==> src/rtl/ddr3_mem_pkg.sv <==
// Shared types for the DDR3 single-bank-at-a-time controller.
//   cmd_e : {cs_n,ras_n,cas_n,we_n} command encodings driven on the DRAM pins
//   st_e  : controller FSM states
//   max2  : helper used to size the shared wait counter
package ddr3_mem_pkg;

   typedef enum logic [3:0] {
      CMD_NOP = 4'b0111,
      CMD_ACT = 4'b0011,
      CMD_RD  = 4'b0101,
      CMD_WR  = 4'b0100,
      CMD_PRE = 4'b0010,
      CMD_REF = 4'b0001,
      CMD_ZQC = 4'b0110
   } cmd_e;

   typedef enum logic [3:0] {
      ST_INIT, ST_ZQ, ST_IDLE, ST_PRE, ST_ACT,
      ST_WR_BURST, ST_RD_WAIT, ST_RD_BURST, ST_REF_PRE, ST_REF
   } st_e;

   function automatic int max2(input int a, input int b);
      return (a > b) ? a : b;
   endfunction

endpackage

==> src/rtl/ddr3_bank_cont_if.sv <==
// CPU-side request/response bus of ddr3_bank_cont.
//   req_valid/req_ready : request handshake (accept = valid && ready)
//   req_wr, req_ba, req_row, req_col, wr_data : request fields, latched at accept
//   rd_data/rd_valid    : assembled read burst and its one-cycle qualifier
// Modports: master = CPU side, slave = controller side.
interface ddr3_bank_cont_if #(
   parameter int DATA_W    = 16,
   parameter int BURST_LEN = 4,
   parameter int BA_W      = 3,
   parameter int ROW_W     = 15,
   parameter int COL_W     = 10
);
   logic                          req_valid;
   logic                          req_ready;
   logic                          req_wr;
   logic [BA_W-1:0]               req_ba;
   logic [ROW_W-1:0]              req_row;
   logic [COL_W-1:0]              req_col;
   logic [DATA_W*BURST_LEN-1:0]   wr_data;
   logic [DATA_W*BURST_LEN-1:0]   rd_data;
   logic                          rd_valid;

   modport master (output req_valid, req_wr, req_ba, req_row, req_col, wr_data,
                   input  req_ready, rd_data, rd_valid);
   modport slave  (input  req_valid, req_wr, req_ba, req_row, req_col, wr_data,
                   output req_ready, rd_data, rd_valid);
endinterface

==> src/rtl/ddr3_bank_tracker.sv <==
// Open-row table: one valid bit and one row address per bank.
//   clk_i, rst_i (sync, active high)
//   lk_ba_i/lk_row_i -> open_o (bank has an open row), hit_o (open on lk_row_i)
//   set_i  : mark upd_ba_i open on set_row_i (ACT)
//   clr_i  : mark upd_ba_i closed (PRE)
//   clr_all_i : close every bank (after refresh)
module ddr3_bank_tracker #(
   parameter int NUM_BANKS = 8,
   parameter int ROW_W     = 15,
   localparam int BA_W     = $clog2(NUM_BANKS)
) (
   input  logic             clk_i,
   input  logic             rst_i,
   input  logic [BA_W-1:0]  lk_ba_i,
   input  logic [ROW_W-1:0] lk_row_i,
   output logic             open_o,
   output logic             hit_o,
   input  logic             set_i,
   input  logic             clr_i,
   input  logic             clr_all_i,
   input  logic [BA_W-1:0]  upd_ba_i,
   input  logic [ROW_W-1:0] set_row_i
);
   logic [NUM_BANKS-1:0]            vld_q;
   logic [NUM_BANKS-1:0][ROW_W-1:0] row_q;

   always_ff @(posedge clk_i) begin
      if (rst_i || clr_all_i) begin
         vld_q <= '0;
         row_q <= '0;
      end else if (set_i) begin
         vld_q[upd_ba_i] <= 1'b1;
         row_q[upd_ba_i] <= set_row_i;
      end else if (clr_i) begin
         vld_q[upd_ba_i] <= 1'b0;
      end
   end

   assign open_o = vld_q[lk_ba_i];
   assign hit_o  = open_o && (row_q[lk_ba_i] == lk_row_i);
endmodule

==> src/rtl/ddr3_bank_cont.sv <==
// DDR3 controller: one request at a time, open-page policy per bank.
//   cpu_clk, reset (sync, active high), en (leave INIT)
//   cpu  : ddr3_bank_cont_if.slave request/response bus
//   mem_cke, mem_cs_n/ras_n/cas_n/we_n, mem_ba, mem_addr : DRAM command pins
//   mem_wr_data/mem_wr_en : write beat and drive enable; mem_rd_data : read beat
// Optional: define DDR3_REFRESH_EN to add periodic PRE-all + REF every TREFI cycles.
// Every timed state issues its command on its first cycle (counter at its load
// value) and exits when the shared down-counter reaches zero.
module ddr3_bank_cont
   import ddr3_mem_pkg::*;
#(
   parameter int DATA_W    = 16,
   parameter int BURST_LEN = 4,
   parameter int NUM_BANKS = 8,
   parameter int ROW_W     = 15,
   parameter int COL_W     = 10,
   parameter int TRP       = 3,
   parameter int TRCD      = 3,
   parameter int TCL       = 5,
   parameter int TRFC      = 20,
   parameter int TREFI     = 1560,
   localparam int BA_W     = $clog2(NUM_BANKS)
) (
   input  logic              cpu_clk,
   input  logic              reset,
   input  logic              en,
   ddr3_bank_cont_if.slave   cpu,
   output logic              mem_cke,
   output logic              mem_cs_n,
   output logic              mem_ras_n,
   output logic              mem_cas_n,
   output logic              mem_we_n,
   output logic [BA_W-1:0]   mem_ba,
   output logic [ROW_W-1:0]  mem_addr,
   output logic [DATA_W-1:0] mem_wr_data,
   output logic              mem_wr_en,
   input  logic [DATA_W-1:0] mem_rd_data
);
   localparam int CNT_MAX = max2(max2(TRP, TRCD), max2(max2(TCL, TRFC), BURST_LEN));
   localparam int CNT_W   = $clog2(CNT_MAX + 1);
   localparam int BI_W    = $clog2(BURST_LEN);
   localparam logic [ROW_W-1:0] A10 = ROW_W'(1) << 10;

   st_e                              st_q, st_d;
   logic [CNT_W-1:0]                 cnt_q, cnt_d;
   logic [BI_W-1:0]                  beat;
   logic                             wr_q;
   logic [BA_W-1:0]                  ba_q;
   logic [ROW_W-1:0]                 row_q;
   logic [COL_W-1:0]                 col_q;
   logic [BURST_LEN-1:0][DATA_W-1:0] wdata_q;
   logic [BURST_LEN-1:0][DATA_W-1:0] rbuf_q, rbuf_d;
   logic [BURST_LEN-1:0][DATA_W-1:0] rd_data_q, rd_data_d;
   logic                             rd_valid_q, rd_valid_d;
   logic                             accept, pend;
   logic                             trk_open, trk_hit, trk_set, trk_clr, trk_clr_all;
   cmd_e                             cmd;

   assign cpu.req_ready = (st_q == ST_IDLE) && !pend;
   assign accept        = cpu.req_valid && cpu.req_ready;
   assign cpu.rd_data   = rd_data_q;
   assign cpu.rd_valid  = rd_valid_q;
   assign mem_cke       = (st_q != ST_INIT);
   assign {mem_cs_n, mem_ras_n, mem_cas_n, mem_we_n} = cmd;
   // burst states count down from BURST_LEN-1, so beat index is the complement
   assign beat = BI_W'(CNT_W'(BURST_LEN - 1) - cnt_q);

   ddr3_bank_tracker #(.NUM_BANKS(NUM_BANKS), .ROW_W(ROW_W)) u_trk (
      .clk_i(cpu_clk), .rst_i(reset),
      .lk_ba_i(cpu.req_ba), .lk_row_i(cpu.req_row),
      .open_o(trk_open), .hit_o(trk_hit),
      .set_i(trk_set), .clr_i(trk_clr), .clr_all_i(trk_clr_all),
      .upd_ba_i(ba_q), .set_row_i(row_q)
   );

`ifdef DDR3_REFRESH_EN
   localparam int RC_W = $clog2(TREFI + 1);
   logic [RC_W-1:0] ref_cnt_q;
   logic            pend_q, ref_done, ref_tick;

   assign ref_tick = (st_q != ST_INIT) && (st_q != ST_ZQ) && (ref_cnt_q == RC_W'(TREFI - 1));
   assign pend     = pend_q;

   always_ff @(posedge cpu_clk) begin
      if (reset) begin
         ref_cnt_q <= '0;
         pend_q    <= 1'b0;
      end else begin
         if (st_q != ST_INIT && st_q != ST_ZQ)
            ref_cnt_q <= ref_tick ? '0 : ref_cnt_q + RC_W'(1);
         pend_q <= (pend_q && !ref_done) || ref_tick;
      end
   end
`else
   assign pend = 1'b0;
`endif

   always_comb begin
      st_d        = st_q;
      cnt_d       = (cnt_q != '0) ? cnt_q - CNT_W'(1) : cnt_q;
      cmd         = CMD_NOP;
      mem_ba      = '0;
      mem_addr    = '0;
      mem_wr_en   = 1'b0;
      mem_wr_data = '0;
      trk_set     = 1'b0;
      trk_clr     = 1'b0;
      trk_clr_all = 1'b0;
      rbuf_d      = rbuf_q;
      rd_data_d   = rd_data_q;
      rd_valid_d  = 1'b0;
`ifdef DDR3_REFRESH_EN
      ref_done    = 1'b0;
`endif
      case (st_q)
         ST_INIT: if (en) st_d = ST_ZQ;
         ST_ZQ: begin
            cmd  = CMD_ZQC;
            st_d = ST_IDLE;
         end
         ST_IDLE: begin
            if (pend) begin
               st_d  = ST_REF_PRE;
               cnt_d = CNT_W'(TRP);
            end else if (accept) begin
               if (trk_hit) begin
                  st_d  = cpu.req_wr ? ST_WR_BURST : ST_RD_WAIT;
                  cnt_d = cpu.req_wr ? CNT_W'(BURST_LEN) : CNT_W'(TCL - 1);
               end else if (trk_open) begin
                  st_d  = ST_PRE;
                  cnt_d = CNT_W'(TRP);
               end else begin
                  st_d  = ST_ACT;
                  cnt_d = CNT_W'(TRCD);
               end
            end
         end
         ST_PRE: begin
            if (cnt_q == CNT_W'(TRP)) begin
               cmd     = CMD_PRE;
               mem_ba  = ba_q;
               trk_clr = 1'b1;
            end
            if (cnt_q == '0) begin
               st_d  = ST_ACT;
               cnt_d = CNT_W'(TRCD);
            end
         end
         ST_ACT: begin
            if (cnt_q == CNT_W'(TRCD)) begin
               cmd      = CMD_ACT;
               mem_ba   = ba_q;
               mem_addr = row_q;
               trk_set  = 1'b1;
            end
            if (cnt_q == '0) begin
               st_d  = wr_q ? ST_WR_BURST : ST_RD_WAIT;
               cnt_d = wr_q ? CNT_W'(BURST_LEN) : CNT_W'(TCL - 1);
            end
         end
         ST_WR_BURST: begin
            if (cnt_q == CNT_W'(BURST_LEN)) begin
               cmd      = CMD_WR;
               mem_ba   = ba_q;
               mem_addr = ROW_W'(col_q);
            end else begin
               mem_wr_en   = 1'b1;
               mem_wr_data = wdata_q[beat];
            end
            if (cnt_q == '0) st_d = ST_IDLE;
         end
         ST_RD_WAIT: begin
            if (cnt_q == CNT_W'(TCL - 1)) begin
               cmd      = CMD_RD;
               mem_ba   = ba_q;
               mem_addr = ROW_W'(col_q);
            end
            if (cnt_q == '0) begin
               st_d  = ST_RD_BURST;
               cnt_d = CNT_W'(BURST_LEN - 1);
            end
         end
         ST_RD_BURST: begin
            rbuf_d[beat] = mem_rd_data;
            // publish the whole burst at once so rd_data holds between reads
            if (cnt_q == '0) begin
               st_d       = ST_IDLE;
               rd_data_d  = rbuf_d;
               rd_valid_d = 1'b1;
            end
         end
`ifdef DDR3_REFRESH_EN
         ST_REF_PRE: begin
            if (cnt_q == CNT_W'(TRP)) begin
               cmd      = CMD_PRE;
               mem_addr = A10;
            end
            if (cnt_q == '0) begin
               st_d  = ST_REF;
               cnt_d = CNT_W'(TRFC);
            end
         end
         ST_REF: begin
            if (cnt_q == CNT_W'(TRFC)) cmd = CMD_REF;
            if (cnt_q == '0) begin
               st_d        = ST_IDLE;
               trk_clr_all = 1'b1;
               ref_done    = 1'b1;
            end
         end
`endif
         default: st_d = ST_INIT;
      endcase
   end

   always_ff @(posedge cpu_clk) begin
      if (reset) begin
         st_q       <= ST_INIT;
         cnt_q      <= '0;
         wr_q       <= 1'b0;
         ba_q       <= '0;
         row_q      <= '0;
         col_q      <= '0;
         wdata_q    <= '0;
         rbuf_q     <= '0;
         rd_data_q  <= '0;
         rd_valid_q <= 1'b0;
      end else begin
         st_q       <= st_d;
         cnt_q      <= cnt_d;
         rbuf_q     <= rbuf_d;
         rd_data_q  <= rd_data_d;
         rd_valid_q <= rd_valid_d;
         if (accept) begin
            wr_q    <= cpu.req_wr;
            ba_q    <= cpu.req_ba;
            row_q   <= cpu.req_row;
            col_q   <= cpu.req_col;
            wdata_q <= cpu.wr_data;
         end
      end
   end
endmodule

==> src/flat_wrapper.sv <==
// flat-port wrapper written by rule: the top's interface ports become plain ports
module ddr3_bank_cont_flat import ddr3_mem_pkg::*;
#(
   parameter int DATA_W    = 16,
   parameter int BURST_LEN = 4,
   parameter int NUM_BANKS = 8,
   parameter int ROW_W     = 15,
   parameter int COL_W     = 10,
   parameter int TRP       = 3,
   parameter int TRCD      = 3,
   parameter int TCL       = 5,
   parameter int TRFC      = 20,
   parameter int TREFI     = 1560,
   localparam int BA_W     = $clog2(NUM_BANKS)
)
  (cpu_clk, reset, en, mem_cke, mem_cs_n, mem_ras_n, mem_cas_n, mem_we_n, mem_ba, mem_addr, mem_wr_data, mem_wr_en, mem_rd_data, cpu_req_valid, cpu_req_wr, cpu_req_ba, cpu_req_row, cpu_req_col, cpu_wr_data, cpu_req_ready, cpu_rd_data, cpu_rd_valid);
  ddr3_bank_cont_if #(.DATA_W(DATA_W), .BURST_LEN(BURST_LEN), .BA_W((3)), .ROW_W(ROW_W), .COL_W(COL_W)) cpu_i ();
  input  logic cpu_clk;
  input  logic reset;
  input  logic en;
  output logic mem_cke;
  output logic mem_cs_n;
  output logic mem_ras_n;
  output logic mem_cas_n;
  output logic mem_we_n;
  output logic [BA_W-1:0] mem_ba;
  output logic [ROW_W-1:0] mem_addr;
  output logic [DATA_W-1:0] mem_wr_data;
  output logic mem_wr_en;
  input  logic [DATA_W-1:0] mem_rd_data;
  input wire logic [$bits(cpu_i.req_valid)-1:0] cpu_req_valid;
  input wire logic [$bits(cpu_i.req_wr)-1:0] cpu_req_wr;
  input wire logic [$bits(cpu_i.req_ba)-1:0] cpu_req_ba;
  input wire logic [$bits(cpu_i.req_row)-1:0] cpu_req_row;
  input wire logic [$bits(cpu_i.req_col)-1:0] cpu_req_col;
  input wire logic [$bits(cpu_i.wr_data)-1:0] cpu_wr_data;
  output wire logic [$bits(cpu_i.req_ready)-1:0] cpu_req_ready;
  output wire logic [$bits(cpu_i.rd_data)-1:0] cpu_rd_data;
  output wire logic [$bits(cpu_i.rd_valid)-1:0] cpu_rd_valid;
  assign cpu_i.req_valid = cpu_req_valid;
  assign cpu_i.req_wr = cpu_req_wr;
  assign cpu_i.req_ba = cpu_req_ba;
  assign cpu_i.req_row = cpu_req_row;
  assign cpu_i.req_col = cpu_req_col;
  assign cpu_i.wr_data = cpu_wr_data;
  assign cpu_req_ready = cpu_i.req_ready;
  assign cpu_rd_data = cpu_i.rd_data;
  assign cpu_rd_valid = cpu_i.rd_valid;
  ddr3_bank_cont #(.DATA_W(DATA_W), .BURST_LEN(BURST_LEN), .NUM_BANKS(NUM_BANKS), .ROW_W(ROW_W), .COL_W(COL_W), .TRP(TRP), .TRCD(TRCD), .TCL(TCL), .TRFC(TRFC), .TREFI(TREFI)) u_core (.cpu_clk(cpu_clk), .reset(reset), .en(en), .cpu(cpu_i), .mem_cke(mem_cke), .mem_cs_n(mem_cs_n), .mem_ras_n(mem_ras_n), .mem_cas_n(mem_cas_n), .mem_we_n(mem_we_n), .mem_ba(mem_ba), .mem_addr(mem_addr), .mem_wr_data(mem_wr_data), .mem_wr_en(mem_wr_en), .mem_rd_data(mem_rd_data));
endmodule
==> config.mk <==
export PLATFORM = sky130hd
export DESIGN_NAME = ddr3_bank_cont_flat
export DESIGN_NICKNAME = d
export VERILOG_FILES = /design/src/rtl/ddr3_mem_pkg.sv /design/src/rtl/ddr3_bank_cont_if.sv /design/src/rtl/ddr3_bank_tracker.sv /design/src/rtl/ddr3_bank_cont.sv /design/src/flat_wrapper.sv
export SDC_FILE = /design/constraint.sdc
export NUM_CORES = 1
export LEC_CHECK = 0
export CORE_MARGIN = 4
export CORE_UTILIZATION = 50
export DETAILED_ROUTE_END_ITERATION = 6
export GPL_TIMING_DRIVEN = 0
export PLACE_DENSITY = 0.84
export SKIP_LAST_GASP = 1
export SYNTH_ARGS = -nofsm -noshare
export SYNTH_HDL_FRONTEND = slang
export SYNTH_HIERARCHICAL = 1
export SYNTH_SLANG_ARGS = --single-unit
==> constraint.sdc <==
create_clock -name cpu_clk -period 3.28 [get_ports cpu_clk]
set_input_delay 0.656 -clock cpu_clk [delete_from_list [all_inputs] [get_ports cpu_clk]]
set_output_delay 0.656 -clock cpu_clk [all_outputs]
set_load 0.03 [all_outputs]
==> flow_metrics.env, run 1 <==
export IMPL_status="complete, no violations"
export IMPL_post_synth_top_area_fraction=0.467
export IMPL_layout_worst_path_cycle_share=0.989
export IMPL_io_pin_count=219
export IMPL_route_vias_total=14613
export IMPL_drt_total_wl_um=49400
export IMPL_detailedPlacementHpwl_um=34900
export IMPL_postLayoutCoreUtil=0.647
export IMPL_layout_min_cycle_time_ps=3240
export IMPL_synth_avg_cell_area_sq_um=8.45
export IMPL_timing_final_setup_violations=0
export IMPL_cts_root_to_sink_buffers=3
export IMPL_worstSetupPathType="flip-flop to output port"
export IMPL_ys_async_sr_fraction=0
export IMPL_finish_instance_area_sq_um=19400
export IMPL_fp_row_count=63
export IMPL_synth_cell_types=51
export IMPL_drc_errors=0
export IMPL_crit_path_start_kind="flip-flop"
export IMPL_netlist_top_cells_area="sky130_fd_sc_hd__dfxtp_1, sky130_fd_sc_hd__nand2_1, sky130_fd_sc_hd__a21oi_1, sky130_fd_sc_hd__mux4_2, sky130_fd_sc_hd__mux2i_1"
export IMPL_max_freq_mhz=308
export IMPL_placeableCoreArea_sq_um=30000
export IMPL_clk_root_buffer_cell="sky130_fd_sc_hd__clkbuf_16"
export IMPL_critPathArrivalTime_ps=2590
export IMPL_drive_gt1_frac=0.121
export IMPL_syn_instance_count=1818
export IMPL_clock_latency_ps=520
export IMPL_syn_cell_area_sq_um=15400
export IMPL_grt_pass1_wl_um=74600
export IMPL_floorplan_die_height_um=183
export IMPL_power_per_cell_area_nw_per_um2=588
export IMPL_synth_seq_cells=358
export IMPL_grt_pass1_vias=14077
export IMPL_timing_critical_path_to_type="output port"
export IMPL_grt_max_degree=16
export IMPL_flow_area_growth_from_synthesis_pct=26.2
export IMPL_report_final_slew_viol_count=0
export IMPL_nFillCells=2325
export IMPL_vias_per_instance=5.86
export IMPL_cts_clk_slew_worst_paths_ps=60
export IMPL_hold_depth=2
export IMPL_synth_edff_count=0
export IMPL_finalWeightedCongestion=0.977
export IMPL_power_leakage_nw=6.48
export IMPL_placed_cell_area_sq_um=17900
export IMPL_grt_antenna_before_repair=0
export IMPL_worst_slew_margin_rel=0.512
export IMPL_ys_warn_count=6
export IMPL_num_nets_final=2197
export IMPL_detailedRoute_firstPassIterationCount=6
export IMPL_ys_top_cells_by_count="sky130_fd_sc_hd__nand2_1, sky130_fd_sc_hd__dfxtp_1, sky130_fd_sc_hd__a21oi_1"
export IMPL_route_detailed_wl_per_inst_um=19.8
export IMPL_synth_largest_area_cell="sky130_fd_sc_hd__dfxtp_1"
export IMPL_cts_made_buffers=37
export IMPL_yosys_most_used_dff="sky130_fd_sc_hd__dfxtp_1"
export IMPL_overflow=0
export IMPL_rr_worst_depth=11
export IMPL_floorplan_initialDensity=0.513
export IMPL_most_used_standard_cell_by_instance_count_after_synthesis="sky130_fd_sc_hd__nand2_1"
export IMPL_grt_setup_unrepaired="true"
export IMPL_report_final_hold_viol_count=0
export IMPL_portBuffers=201
export IMPL_final_setup_skew_ps=21.9
export IMPL_worst_pin_slew_ps=732
export IMPL_timing_critical_path_fanout_max=6
export IMPL_setup_tns_ps=0
export IMPL_timing_max_cap_violations=0
export IMPL_die_w_um=183
export IMPL_timing_critical_path_required_ps=2620
export IMPL_tritoncts="yes"
export IMPL_final_antenna_net_count=0
export IMPL_peakVddDrop_mv=0.389
export IMPL_design_die_area_sq_um=33600
export IMPL_grtUsageTotal=0.276
export IMPL_synth_seq_area_share=0.467
export IMPL_hp_class="flip-flop to flip-flop"
export IMPL_ctsHtreeMaxLevel=2
export IMPL_drt_initial_drc_count=1461
export IMPL_number_of_sinks_on_the_clock_net=358
final cells by class:
| cell class | count | area [sq um] | share of cell area |
|---|---|---|---|
| clock inverters | 17 | 226 | 0.0117 |
| well taps | 390 | 488 | 0.0252 |
| flip-flops and latches | 358 | 7170 | 0.370 |
| plain buffers | 172 | 883 | 0.0456 |
| multi-input cells | 1282 | 7510 | 0.388 |
| inverters | 7 | 28.8 | 0.00148 |
| repair buffers | 219 | 2050 | 0.106 |
| clock buffers | 48 | 1020 | 0.0526 |
| diodes | 1 | 2.50 | 0.000129 |
sequential cells by signal, summed over array words and instances, names as in the netlist, named ones only:
| name | count |
|---|---|
| u_core/cpu.rd_data | 64 |
| u_core/u_trk/row_q | 120 |
| u_core/ba_q | 3 |
| u_core/cpu.rd_valid | 1 |
| u_core/rbuf_q | 64 |
| u_core/wdata_q | 64 |
| u_core/row_q | 15 |
| u_core/cnt_q | 5 |
| u_core/st_q | 3 |
| u_core/col_q | 10 |
| u_core/wr_q | 1 |
through the flow:
step | std cells | power (mW) | hold WS (ps) | setup WS [ps]
6_report | 2494 | 11.4 | 454 | 36.8
5_1_grt | 2493 | 11.8 | 466 | -9.60
4_1_cts | 2485 | 11.3 | 454 | -12.1
3_5_place_dp | 2410 | 6.93 | 445 | -1340
3_3_place_gp | 2410 | 6.88 | 438 | -1240
2_1_floorplan | 1819 | 6.25 | 432 | 4.82
metal layers:
layer	wire, um	up-vias	GRT usage	part of all wire
li1	-	6640	-	-
met1	18700	6815	0.357	0.38
met2	22700	966	0.448	0.46
met3	5510	192	0.0492	0.11
met4	2520	0	0.134	0.051
met5	0	-	0	0
placed cells by master (no fill, tap or decap), types with 3 or more instances in the layout:
cell / netlist / final
sky130_fd_sc_hd__a211oi_1: 70 / 70
sky130_fd_sc_hd__a21oi_1: 292 / 291
sky130_fd_sc_hd__a22o_1: 10 / 10
sky130_fd_sc_hd__and2_1: 11 / 11
sky130_fd_sc_hd__buf_1: 4 / 3
sky130_fd_sc_hd__buf_2: 36 / 46
sky130_fd_sc_hd__buf_4: 10 / 35
sky130_fd_sc_hd__buf_6: 3 / 13
sky130_fd_sc_hd__buf_8: 0 / 4
sky130_fd_sc_hd__bufinv_16: 0 / 5
sky130_fd_sc_hd__clkbuf_1: 106 / 112
sky130_fd_sc_hd__clkbuf_16: 0 / 39
sky130_fd_sc_hd__clkbuf_2: 12 / 12
sky130_fd_sc_hd__clkbuf_8: 0 / 5
sky130_fd_sc_hd__clkdlybuf4s50_1: 0 / 160
sky130_fd_sc_hd__clkinv_2: 0 / 7
sky130_fd_sc_hd__dfxtp_1: 358 / 356
sky130_fd_sc_hd__ha_1: 7 / 6
sky130_fd_sc_hd__inv_1: 7 / 5
sky130_fd_sc_hd__mux2i_1: 85 / 80
sky130_fd_sc_hd__mux2i_4: 0 / 3
sky130_fd_sc_hd__mux4_1: 4 / 3
sky130_fd_sc_hd__mux4_2: 43 / 44
sky130_fd_sc_hd__nand2_1: 567 / 567
sky130_fd_sc_hd__nand2b_1: 10 / 9
sky130_fd_sc_hd__nand3_1: 4 / 4
sky130_fd_sc_hd__nand4_1: 5 / 5
sky130_fd_sc_hd__nor2_1: 82 / 82
sky130_fd_sc_hd__nor2b_1: 24 / 17
sky130_fd_sc_hd__nor2b_2: 0 / 6
sky130_fd_sc_hd__nor3_1: 5 / 4
sky130_fd_sc_hd__o21ai_0: 11 / 11
sky130_fd_sc_hd__or2_2: 5 / 5
sky130_fd_sc_hd__xnor2_1: 8 / 8
sky130_fd_sc_hd__xor2_1: 10 / 10
power by group:
part	internal, mW	switching (mW)	total (mW)
Sequential	4.54	0.162	4.70
Clock	2.60	1.72	4.32
Combinational	1.00	1.38	2.38
final timing paths:
path                                  start                                  end  slack (ps)
min reg2reg  u_core/rbuf_q[49]$_SDFFE_PP0N_       u_core/rbuf_q[49]$_SDFFE_PP0N_         450
min          u_core/rbuf_q[49]$_SDFFE_PP0N_       u_core/rbuf_q[49]$_SDFFE_PP0N_         450
max reg2reg      u_core/cnt_q[1]$_SDFF_PP0_  u_core/u_trk/row_q[80]$_SDFFE_PP0P_          40
max              u_core/cnt_q[1]$_SDFF_PP0_                            mem_ras_n          40
critical path, stage by stage, from the launching register on:
cell,delay [ps]
sky130_fd_sc_hd__dfxtp_2,370
sky130_fd_sc_hd__ha_1,180
sky130_fd_sc_hd__buf_6,100
sky130_fd_sc_hd__or4b_4,500
sky130_fd_sc_hd__nor3_4,340
sky130_fd_sc_hd__buf_6,190
sky130_fd_sc_hd__nor2_1,90
sky130_fd_sc_hd__clkdlybuf4s15_2,300
cells by family (layout without fill, tap and decap cells):
logic type,count (synthesis),in the layout,synth area share
simple gates,728,728,0.194
fa+ha+maj,7,7,0.00570
mux,133,133,0.126
xor+xnor,18,18,0.0103
buf+inv,179,463,0.0526
flops,358,358,0.467
compound gates,394,394,0.144
other cells,1,3,0.000244
timing repair:
| action | in CTS | in global routing |
|---|---|---|
| setup buffers | 8 | 7 |
| setup endpoints to repair | 67 | 65 |
| hold buffers | 0 | 0 |
| gates cloned | 2 | 1 |
| pin swaps | 5 | 6 |
| resized for setup | 249 | 26 |
Note: power is estimated with default switching activity, not from simulation.
==> inputs of run 2 (changes only) <==
CORE_MARGIN = not set   (was 4)
CTS_BUF_LIST = sky130_fd_sc_hd__clkbuf_4   (was not set)
GPL_TIMING_DRIVEN = 1   (was 0)
==> run 2 against run 1 <==
  * Core utilization shrank 1.9 points
  * Register-to-register slack gained 300 ps
  * Clock-buffer cell count grew 72
  * Combinational power decreased by 14%
  * Critical endpoint is now mem_addr[7]
  * Non-clock buffer count is 122 lower
  * Setup slack worse by 28 ps
  * Flip-flop and latch count is the same
  * Clock skew is 33 ps higher
  * The run now ends with design-rule violations left
  * Final area fell by 2.9%
  * Die area is 6.4% lower
  * Worst hold slack is essentially flat
  * Global-route usage is 0.89 points lower
==> flow_metrics.env, run 2 (synthesis gave the netlist of run 1 again) <==
export IMPL_status="complete, but fails checks"
export IMPL_violations="design-rule violations"
export IMPL_worst_slew_margin_rel=0.234
export IMPL_power_per_cell_area_nw_per_um2=551
export IMPL_setup_tns_ps=0
export IMPL_final_antenna_net_count=0
export IMPL_flow_area_growth_from_synthesis_pct=22.5
export IMPL_grt_pass1_vias=13138
export IMPL_drive_gt1_frac=0.139
export IMPL_io_pin_count=219
export IMPL_worst_path_most_repeated_cell="sky130_fd_sc_hd__buf_4"
export IMPL_worstSetupPathType="flip-flop to output port"
export IMPL_report_final_hold_viol_count=0
export IMPL_detailedPlacementHpwl_um=28200
export IMPL_grt_pass1_wl_um=66700
export IMPL_grt_setup_unrepaired="true"
export IMPL_largest_register_ff_count=120
export IMPL_max_freq_mhz=306
export IMPL_cp_depth=6
export IMPL_timing_final_setup_violations=0
export IMPL_hp_class="flip-flop to flip-flop"
export IMPL_cts_root_to_sink_buffers=3
export IMPL_number_of_buffer_and_inverter_stages_on_the_critical_path=2
export IMPL_clock_latency_ps=720
export IMPL_floorplan_initialDensity=0.513
export IMPL_worst_pin_slew_ps=1150
export IMPL_critPathArrivalTime_ps=2620
export IMPL_layout_worst_path_cycle_share=0.997
export IMPL_route_detailed_wl_per_inst_um=17.6
export IMPL_report_final_slew_viol_count=0
export IMPL_portBuffers=217
export IMPL_num_nets_final=2127
export IMPL_grtUsageTotal=0.267
export IMPL_fp_row_count=63
export IMPL_timing_max_cap_violations=0
export IMPL_layout_min_cycle_time_ps=3270
export IMPL_peakVddDrop_mv=0.325
export IMPL_crit_path_start_kind="flip-flop"
export IMPL_number_of_sinks_on_the_clock_net=358
export IMPL_overflow=0
export IMPL_cts_made_buffers=89
export IMPL_rr_worst_depth=9
export IMPL_timing_critical_path_to_type="output port"
export IMPL_total_of_hold_buffers_inserted_after_clock_tree_synthesis=0
export IMPL_route_vias_total=13915
export IMPL_final_setup_skew_ps=54.6
export IMPL_tritoncts="yes"
export IMPL_critical_path_max_stage_delay_ps=510
export IMPL_critPathTopFamily="simple AND/OR/NAND/NOR gates"
export IMPL_design_die_area_sq_um=31400
export IMPL_series_of_cell_instances_along_the_critical_path="ha_4 -> or4b_4 -> nor3_4 -> buf_4 -> a22o_1 -> buf_4"
export IMPL_timing_critical_path_fanout_max=7
export IMPL_power_leakage_nw=6.26
export IMPL_totalPowerFinal_mw=10.4
export IMPL_hold_depth=2
export IMPL_placeableCoreArea_sq_um=30000
export IMPL_grt_max_degree=231
export IMPL_ctsHtreeMaxLevel=3
export IMPL_timing_critical_path_required_ps=2620
export IMPL_floorplan_die_height_um=177
export IMPL_die_w_um=177
export IMPL_drt_total_wl_um=43200
export IMPL_detailedRoute_firstPassIterationCount=7
export IMPL_worst_path_max_delay_cell="sky130_fd_sc_hd__or4b_4"
export IMPL_drc_errors=2
export IMPL_drt_initial_drc_count=1410
export IMPL_clk_root_buffer_cell="sky130_fd_sc_hd__clkbuf_4"
export IMPL_cts_clk_slew_worst_paths_ps=70
export IMPL_layout_cells_most_common="sky130_fd_sc_hd__nand2_1"
export IMPL_most_common_layout_cells="sky130_fd_sc_hd__nand2_1, sky130_fd_sc_hd__dfxtp_1, sky130_fd_sc_hd__a21oi_1, sky130_fd_sc_hd__clkdlybuf4s50_1, sky130_fd_sc_hd__clkbuf_4"
export IMPL_finalWeightedCongestion=0.908
export IMPL_registers_top_by_ff_count="u_core/u_trk/row_q"
export IMPL_grt_antenna_before_repair=1
export IMPL_vias_per_instance=5.66
## run 2: per-layer routing
metal  track usage  part of all wire  up-vias
li1              -                 -     6545
met1         0.333              0.40     6510
met2         0.435              0.48      732
met3        0.0597             0.088      128
met4         0.129             0.038        0
met5       0.00481                 0        -
## run 2: through the flow
| stage | setup slack (ps) | instance area (sq um) | hold slack, ps | cells | util |
|---|---|---|---|---|---|
| finish | 8.34 | 18800 | 453 | 2458 | 0.628 |
| global route | -90.2 | 18800 | 465 | 2458 | 0.628 |
| CTS | -45.5 | 18700 | 441 | 2454 | 0.626 |
| detailed placement | -316 | 17600 | 444 | 2302 | 0.589 |
| global placement | -209 | 17600 | 438 | 2302 | 0.589 |
| floorplan | 4.82 | 15400 | 432 | 1819 | - |
## run 2: repair_timing
item | in CTS | in global routing
setup endpoints to repair | 22 | 22
cloned | 0 | 1
pin swaps | 1 | 4
buffers inserted | 1 | 2
resized for setup | 11 | 21
## run 2: layout make-up
class / count / area, sq um
Tap cell: 390 / 488
Clock buffer: 120 / 901
Timing Repair Buffer: 269 / 2600
Fill cell: 2413 / 11100
Multi-Input combinational cell: 1282 / 7460
Clock inverter: 31 / 164
Antenna cell: 1 / 2.50
Sequential cell: 358 / 7180
Inverter: 7 / 26.3
## run 2: worst paths after layout
path / startpoint / to / slack [ps]
worst min register to register: u_core/wdata_q[27]$_SDFFE_PP0P_ / u_core/wdata_q[27]$_SDFFE_PP0P_ / 450
worst max register to register: u_core/cnt_q[1]$_SDFF_PP0_ / u_core/u_trk/row_q[2]$_SDFFE_PP0P_ / 340
worst min-delay path: u_core/wdata_q[27]$_SDFFE_PP0P_ / u_core/wdata_q[27]$_SDFFE_PP0P_ / 450
worst max-delay path: u_core/cnt_q[1]$_SDFF_PP0_ / mem_addr[7] / 8
## run 2: where the power goes
| part | total (mW) | switching, mW | internal, mW |
|---|---|---|---|
| combinational | 2.04 | 1.14 | 0.894 |
| clock | 3.55 | 1.77 | 1.78 |
| sequential | 4.78 | 0.240 | 4.54 |
## run 2: worst min-delay path: cells and delay by family, from the launching register on
family | cells | cell delay [ps]
AOI/OAI and AO/OA | 1 | 50
and+or+nand+nor | 1 | 50
DFF | 1 | 310
